**src/rtl/instruction_loader_pkg.sv**
```systemverilog
// Shared definitions for the instruction loader: state encoding, word geometry
// and the word that terminates a program load.
package instruction_loader_pkg;

  localparam int WORD_LEN       = 32;
  localparam int BYTE_LEN       = 8;
  localparam int BYTES_PER_WORD = WORD_LEN / BYTE_LEN;
  localparam logic [WORD_LEN-1:0] HALT_DEFAULT = 32'hFFFF_FFFF;

  typedef enum logic [2:0] {
    ST_IDLE    = 3'd0,
    ST_COLLECT = 3'd1,
    ST_WRITE   = 3'd2,
    ST_DONE    = 3'd3,
    ST_ERROR   = 3'd4
  } state_t;

endpackage

```
**src/rtl/instruction_loader_word_assembler.sv**
```systemverilog
// Big-endian byte packer: shifts bytes into a word and flags the byte that
// completes it. The clear input drops any partial word.
module instruction_loader_word_assembler #(
  parameter int LEN    = 32,
  parameter int BYTE_W = 8
) (
  input  logic              i_clk,
  input  logic              i_rst,
  input  logic              i_clear,
  input  logic              i_valid,
  input  logic [BYTE_W-1:0] i_data,
  output logic [LEN-1:0]    o_word,
  output logic              o_word_valid
);

  localparam int CNT_W = $clog2(LEN / BYTE_W);
  localparam logic [CNT_W-1:0] LAST_CNT = CNT_W'(LEN / BYTE_W - 1);

  logic [CNT_W-1:0] byte_cnt;

  // Pulses alongside the final byte, so the word is complete on the next edge.
  assign o_word_valid = i_valid && !i_clear && (byte_cnt == LAST_CNT);

  always_ff @(posedge i_clk or negedge i_rst) begin
    if (!i_rst) begin
      o_word   <= '0;
      byte_cnt <= '0;
    end else if (i_clear) begin
      byte_cnt <= '0;
    end else if (i_valid) begin
      o_word   <= {o_word[LEN-BYTE_W-1:0], i_data};
      byte_cnt <= (byte_cnt == LAST_CNT) ? '0 : byte_cnt + 1'b1;
    end
  end

endmodule

```
**src/rtl/instruction_loader.sv**
```systemverilog
// Packs UART bytes into words and writes them to the instruction RAM from
// address 0, holding the CPU off fetch until a HALT word is stored.
//
//   state      | meaning
//   ST_IDLE    | after reset, waiting for i_start, bytes ignored
//   ST_COLLECT | gathering bytes of the current word
//   ST_WRITE   | single-cycle RAM write of the assembled word
//   ST_DONE    | HALT stored, program ready, bytes ignored
//   ST_ERROR   | RAM filled without HALT, bytes ignored
module instruction_loader
  import instruction_loader_pkg::*;
#(
  parameter int             LEN       = WORD_LEN,
  parameter int             BYTE_W    = BYTE_LEN,
  parameter int             ADDR_W    = 11,
  parameter logic [LEN-1:0] HALT_WORD = HALT_DEFAULT
) (
  input  logic              i_clk,
  input  logic              i_rst,
  input  logic              i_start,
  input  logic [BYTE_W-1:0] i_rx_data,
  input  logic              i_rx_valid,
  output logic              o_ena,
  output logic              o_wea,
  output logic [ADDR_W-1:0] o_addra,
  output logic [LEN-1:0]    o_dina,
  output logic              o_busy,
  output logic              o_done,
  output logic              o_error,
  output logic [ADDR_W:0]   o_word_count
);

  localparam logic [ADDR_W-1:0] ADDR_MAX = '1;

  state_t            state_q, state_d;
  logic [ADDR_W-1:0] addr_q;
  logic [ADDR_W:0]   count_q;
  logic [LEN-1:0]    word;
  logic              word_valid;
  logic              asm_valid;
  logic              is_halt;
  logic              at_end;

  assign is_halt = (word == HALT_WORD);
  assign at_end  = (addr_q == ADDR_MAX);

  instruction_loader_word_assembler #(
    .LEN    (LEN),
    .BYTE_W (BYTE_W)
  ) u_word_assembler (
    .i_clk        (i_clk),
    .i_rst        (i_rst),
    .i_clear      (i_start),
    .i_valid      (asm_valid),
    .i_data       (i_rx_data),
    .o_word       (word),
    .o_word_valid (word_valid)
  );

  always_comb begin
    state_d   = state_q;
    asm_valid = 1'b0;
    case (state_q)
      ST_COLLECT: begin
        asm_valid = i_rx_valid;
        if (word_valid) state_d = ST_WRITE;
      end
      ST_WRITE: begin
        if (is_halt) begin
          state_d = ST_DONE;
        end else if (at_end) begin
          state_d = ST_ERROR;
        end else begin
          // A byte arriving alongside the write opens the next word.
          state_d   = ST_COLLECT;
          asm_valid = i_rx_valid;
        end
      end
      default: state_d = state_q;
    endcase
    if (i_start) state_d = ST_COLLECT;
  end

  always_ff @(posedge i_clk or negedge i_rst) begin
    if (!i_rst) begin
      state_q <= ST_IDLE;
      addr_q  <= '0;
      count_q <= '0;
    end else begin
      state_q <= state_d;
      if (i_start) begin
        addr_q  <= '0;
        count_q <= '0;
      end else if (state_q == ST_WRITE) begin
        count_q <= count_q + 1'b1;
        if (state_d == ST_COLLECT) addr_q <= addr_q + 1'b1;
      end
    end
  end

  assign o_busy       = (state_q == ST_COLLECT) || (state_q == ST_WRITE);
  assign o_ena        = o_busy;
  assign o_wea        = (state_q == ST_WRITE);
  assign o_addra      = addr_q;
  assign o_dina       = word;
  assign o_done       = (state_q == ST_DONE);
  assign o_error      = (state_q == ST_ERROR);
  assign o_word_count = count_q;

endmodule

```
**config.mk**
```make
export PLATFORM = sky130hd
export DESIGN_NAME = instruction_loader
export DESIGN_NICKNAME = d
export VERILOG_FILES = /design/src/rtl/instruction_loader_pkg.sv /design/src/rtl/instruction_loader_word_assembler.sv /design/src/rtl/instruction_loader.sv
export SDC_FILE = /design/constraint.sdc
export NUM_CORES = 1
export LEC_CHECK = 0
export BUFFER_PORTS_ARGS = -buffer_cell sky130_fd_sc_hd__buf_2
export CORE_ASPECT_RATIO = 1.5
export CORE_MARGIN = 2
export CORE_UTILIZATION = 50
export CTS_CLUSTER_SIZE = 12
export DETAILED_ROUTE_END_ITERATION = 12
export PLACE_DENSITY_LB_ADDON = 0.1
export SETUP_SLACK_MARGIN = 0.02
export SYNTH_ARGS = -nofsm -noshare
export SYNTH_HDL_FRONTEND = slang
export SYNTH_SLANG_ARGS = --single-unit
```
**constraint.sdc**
```tcl
create_clock -name i_clk -period 4.2 [get_ports i_clk]
set_input_delay 0.21 -clock i_clk [delete_from_list [all_inputs] [get_ports i_clk]]
set_output_delay 0.21 -clock i_clk [all_outputs]
set_load 0.05 [all_outputs]
```
==> out/metrics.csv <==
stage,metric,value,unit
synthesis,Mean Syn Cell Area,12.1,um^2
pwr,Leak,0.00165,uW
cts,clock latency on the worst-skew pair,0.33,ns
timing,final hold violation count,0,
grt,largest net degree at the start of global routing,61,
timing,Final setup viols,0,
synthesis,"Warnings, synthesis",0,
cts,CTS H-tree depth,3,
cts,clock tree sinks,60,
floorplan,Die Span Y,96.1,um
worst_setup_path,slowest cell on the critical path,nor3b_2,
synthesis,synthesized cell area,2830,um^2
worst_setup_path,Setup CP Type,reg -> reg,
finish,cell area after layout,3420,um^2
synthesis,most frequent cells after synthesis,"dfrtp_1, mux2_2, nor2_1",
pwr,Switching Share,39.4,%
pwr,Cell Pwr Density,552,nW/um^2
pwr,Net Sw Power,742,uW
synthesis,cell taking the most area after synthesis,dfrtp_1,
synthesis,Seq cells post-synth,60,
pwr,Tot Pwr,1880,uW
run,max_cap viols,0,
placed_design,PortBufs,71,
timing,RSZ-0062 raised after global routing,false,
timing,total negative setup slack,0,ns
timing,Final WS setup,1.59,ns
timing,min cycle time layout,2.61,ns
pwr,clock share of power,27.0,%
drt,TritonRoute pass-1 iters,4,
synthesis,Synth cell types,43,
placed_design,GPL Wtd Cong,0.748,
drt,vias per cell,5.38,
cts,Root Driver,clkbuf_8,
synthesis,Syn Inst Count,233,
synthesis,Area contributors post-synth,"dfrtp_1, mux2_2, mux2_4",
placed_design,pre-CTS setup slack,1.64,ns
timing,final worst path period share,62.1,%
pwr,logic gate share of total power,32.2,%
synthesis,top-count cell post-synth,dfrtp_1,
floorplan,Die Wd,65.4,um
timing,Max Clock Skew,0.00708,ns
worst_setup_path,CP startpoint kind,flip-flop,
drt,via count,2057,
grt,first-pass GRT wire length,9380,um
drt,Routed Antenna Nets,0,
hold_path,Worst Hold Class,in -> async,
placed_design,Placed Cells,368,
synthesis,area share of the largest cell type after synthesis,53.1,%
worst_setup_path,WP data required,4.41,ns
drt,Total Routed Length,5700,um
pwr,sequential share of power,40.8,%
pwr,peak supply drop,418,uV
synthesis,Post-Syn Nets,248,
synthesis,Post-synth EDFFs,0,
finish,share of layout cells above drive strength 1,41.0,%
worst_setup_path,worst path arrival time,2.82,ns
timing,Max transition margin,49.2,%
grt,grt ovf,0,
worst_setup_path,critical-path cell list,nor3b_2 -> a21boi_4 -> a21oi_2 -> nor3_4 -> buf_4 -> mux2_2,
synthesis,"FFs w/ async S/R, synth",100,%
floorplan,initial core utilization,51.9,%
grt,vias in the first global route,2019,
status,outcome,"finished, final reports clean",
floorplan,Core ar.,5450,um^2
pwr,Int Pwr,1140,uW
drt,post-DR wirelength/cell,14.9,um
finish,fill cell total of the finished layout,475,
drt,Detailed Route Iter0 Violations,88,
finish,final-stage net count,324,
cts,CTS tree,built,
grt,initial antenna violation count,0,
cts,CTS resizes,0,
floorplan,die area,6290,um^2
finish,Layout area overhead,20.8,%
placed_design,Post-DP HPWL,3950,um
placed_design,placed inst area,3230,um^2
synthesis,register area share after synthesis,53.1,%
worst_setup_path,Critical Path Fanout Max,32,
cts,Num CTS Buffers,9,
worst_setup_path,CP peak stage delay,0.60,ns
drt,DRC,0,
timing,Fmax,0.383,GHz
cts,setup bufs post-CTS,0,
finish,"Cell Count, Final, Fillers Out",382,
worst_setup_path,worst path buffer plus inverter count,1,
grt,GRT Util Overall,20.0,%
synthesis,main flop type after synthesis,dfrtp_1,
floorplan,num ports,72,
cts,cts hold-fix bufs,0,
timing,Worst Max-Slew Pin Slew,0.762,ns
worst_setup_path,CP Capture Type,flip-flop,
worst_setup_path,"CP delay by family, top",simple AND/OR/NAND/NOR gates,
floorplan,Std-Cell Rows,33,
cts,Max Root-Sink Buffers,2,
finish,antenna diode count,0,
timing,Slew Limit Fails,0,
cts,clk slew on worst S/H paths,0.06,ns
==> cell usage in the layout, fill, tap and decap left out, types with 3 or more instances in the layout <==
| master | n |
|---|---|
| inv_1 | 5 |
| or3_1 | 6 |
| and2_1 | 4 |
| nor2_1 | 18 |
| and3_1 | 6 |
| a21oi_1 | 10 |
| xnor2_1 | 3 |
| xor2_1 | 9 |
| buf_2 | 71 |
| a31oi_1 | 3 |
| o21ai_0 | 9 |
| nand3_1 | 6 |
| ha_1 | 3 |
| mux2_4 | 12 |
| clkbuf_8 | 11 |
| nand4_1 | 13 |
| mux2_2 | 20 |
| nand2_1 | 12 |
| dfrtp_1 | 60 |
==> cells by family after synthesis <==
group           after synthesis  share of synthesized area, %
compound gates               30                          6.95
xor+xnor                     12                          3.72
fa+ha+maj                     3                          1.33
buf+inv                      13                          2.79
flops                        60                          53.1
mux                          33                          14.7
simple gates                 82                          17.4
==> metrics by stage <==
stage	utilization (%)	hold WS (ns)
after floorplan	-	-0.0856
after global placement	59.2	0.415
after detailed placement	59.2	0.420
after CTS	62.7	0.0533
after global routing	62.7	0.0941
final	62.7	0.0150
==> worst reg2reg max path, cell delays in order, from the launching register on <==
cell and delay (ns):
dfrtp_1 0.44, nor3b_2 0.60, a21boi_4 0.36, a21oi_2 0.13, nor3_4 0.12, buf_4 0.43, mux2_2 0.40
==> routing by layer <==
layer	share of wire (%)	vias up	GRT usage [%]
met5	0	-	0
met4	1.6	0	9.90
met3	5.8	9	5.85
met2	50	60	32.6
met1	43	992	24.1
li1	-	996	-
==> power by group through the flow <==
| stage | clock (uW) | sequential (uW) | combinational [uW] |
|---|---|---|---|
| finish | 509 | 769 | 607 |
| global route | 544 | 786 | 630 |
| CTS | 521 | 771 | 612 |
| detailed placement | 0 | 779 | 613 |
| global placement | 0 | 777 | 607 |
| floorplan | 0 | 1100 | 136 |
==> area by class of cell <==
cell class | count | area, um^2 | share of cell area, %
Sequential cell | 60 | 1500 | 44.0
Clock inverter | 2 | 35.0 | 1.03
Tap cell | 70 | 87.6 | 2.56
Clock buffer | 12 | 155 | 4.54
Inverter | 5 | 18.8 | 0.549
Timing Repair Buffer | 73 | 370 | 10.8
Multi-Input combinational cell | 160 | 1250 | 36.5
==> worst paths after layout <==
check	start	to	slack [ns]	cells past startpoint
max	state_q[2]	u_word_assembler.o_word[27]	1.59	6
min	i_rst	o_addra[7]	0.01	2
max reg2reg	state_q[2]	u_word_assembler.o_word[27]	1.59	6
min reg2reg	o_addra[10]	o_addra[10]	0.53	2
max in group asynchronous	i_rst	u_word_assembler.o_word[14]	3.67	2
min in group i_clk	i_rx_data[0]	u_word_assembler.o_word[0]	0.10	2
==> sequential cells by signal (all words and copies together), names as in the netlist <==
signal                     count
o_word_count                  12
u_word_assembler.o_word       32
u_word_assembler.byte_cnt      2
o_addra                       11
state_q                        3
No activity file was read; power rests on OpenSTA's default activity.
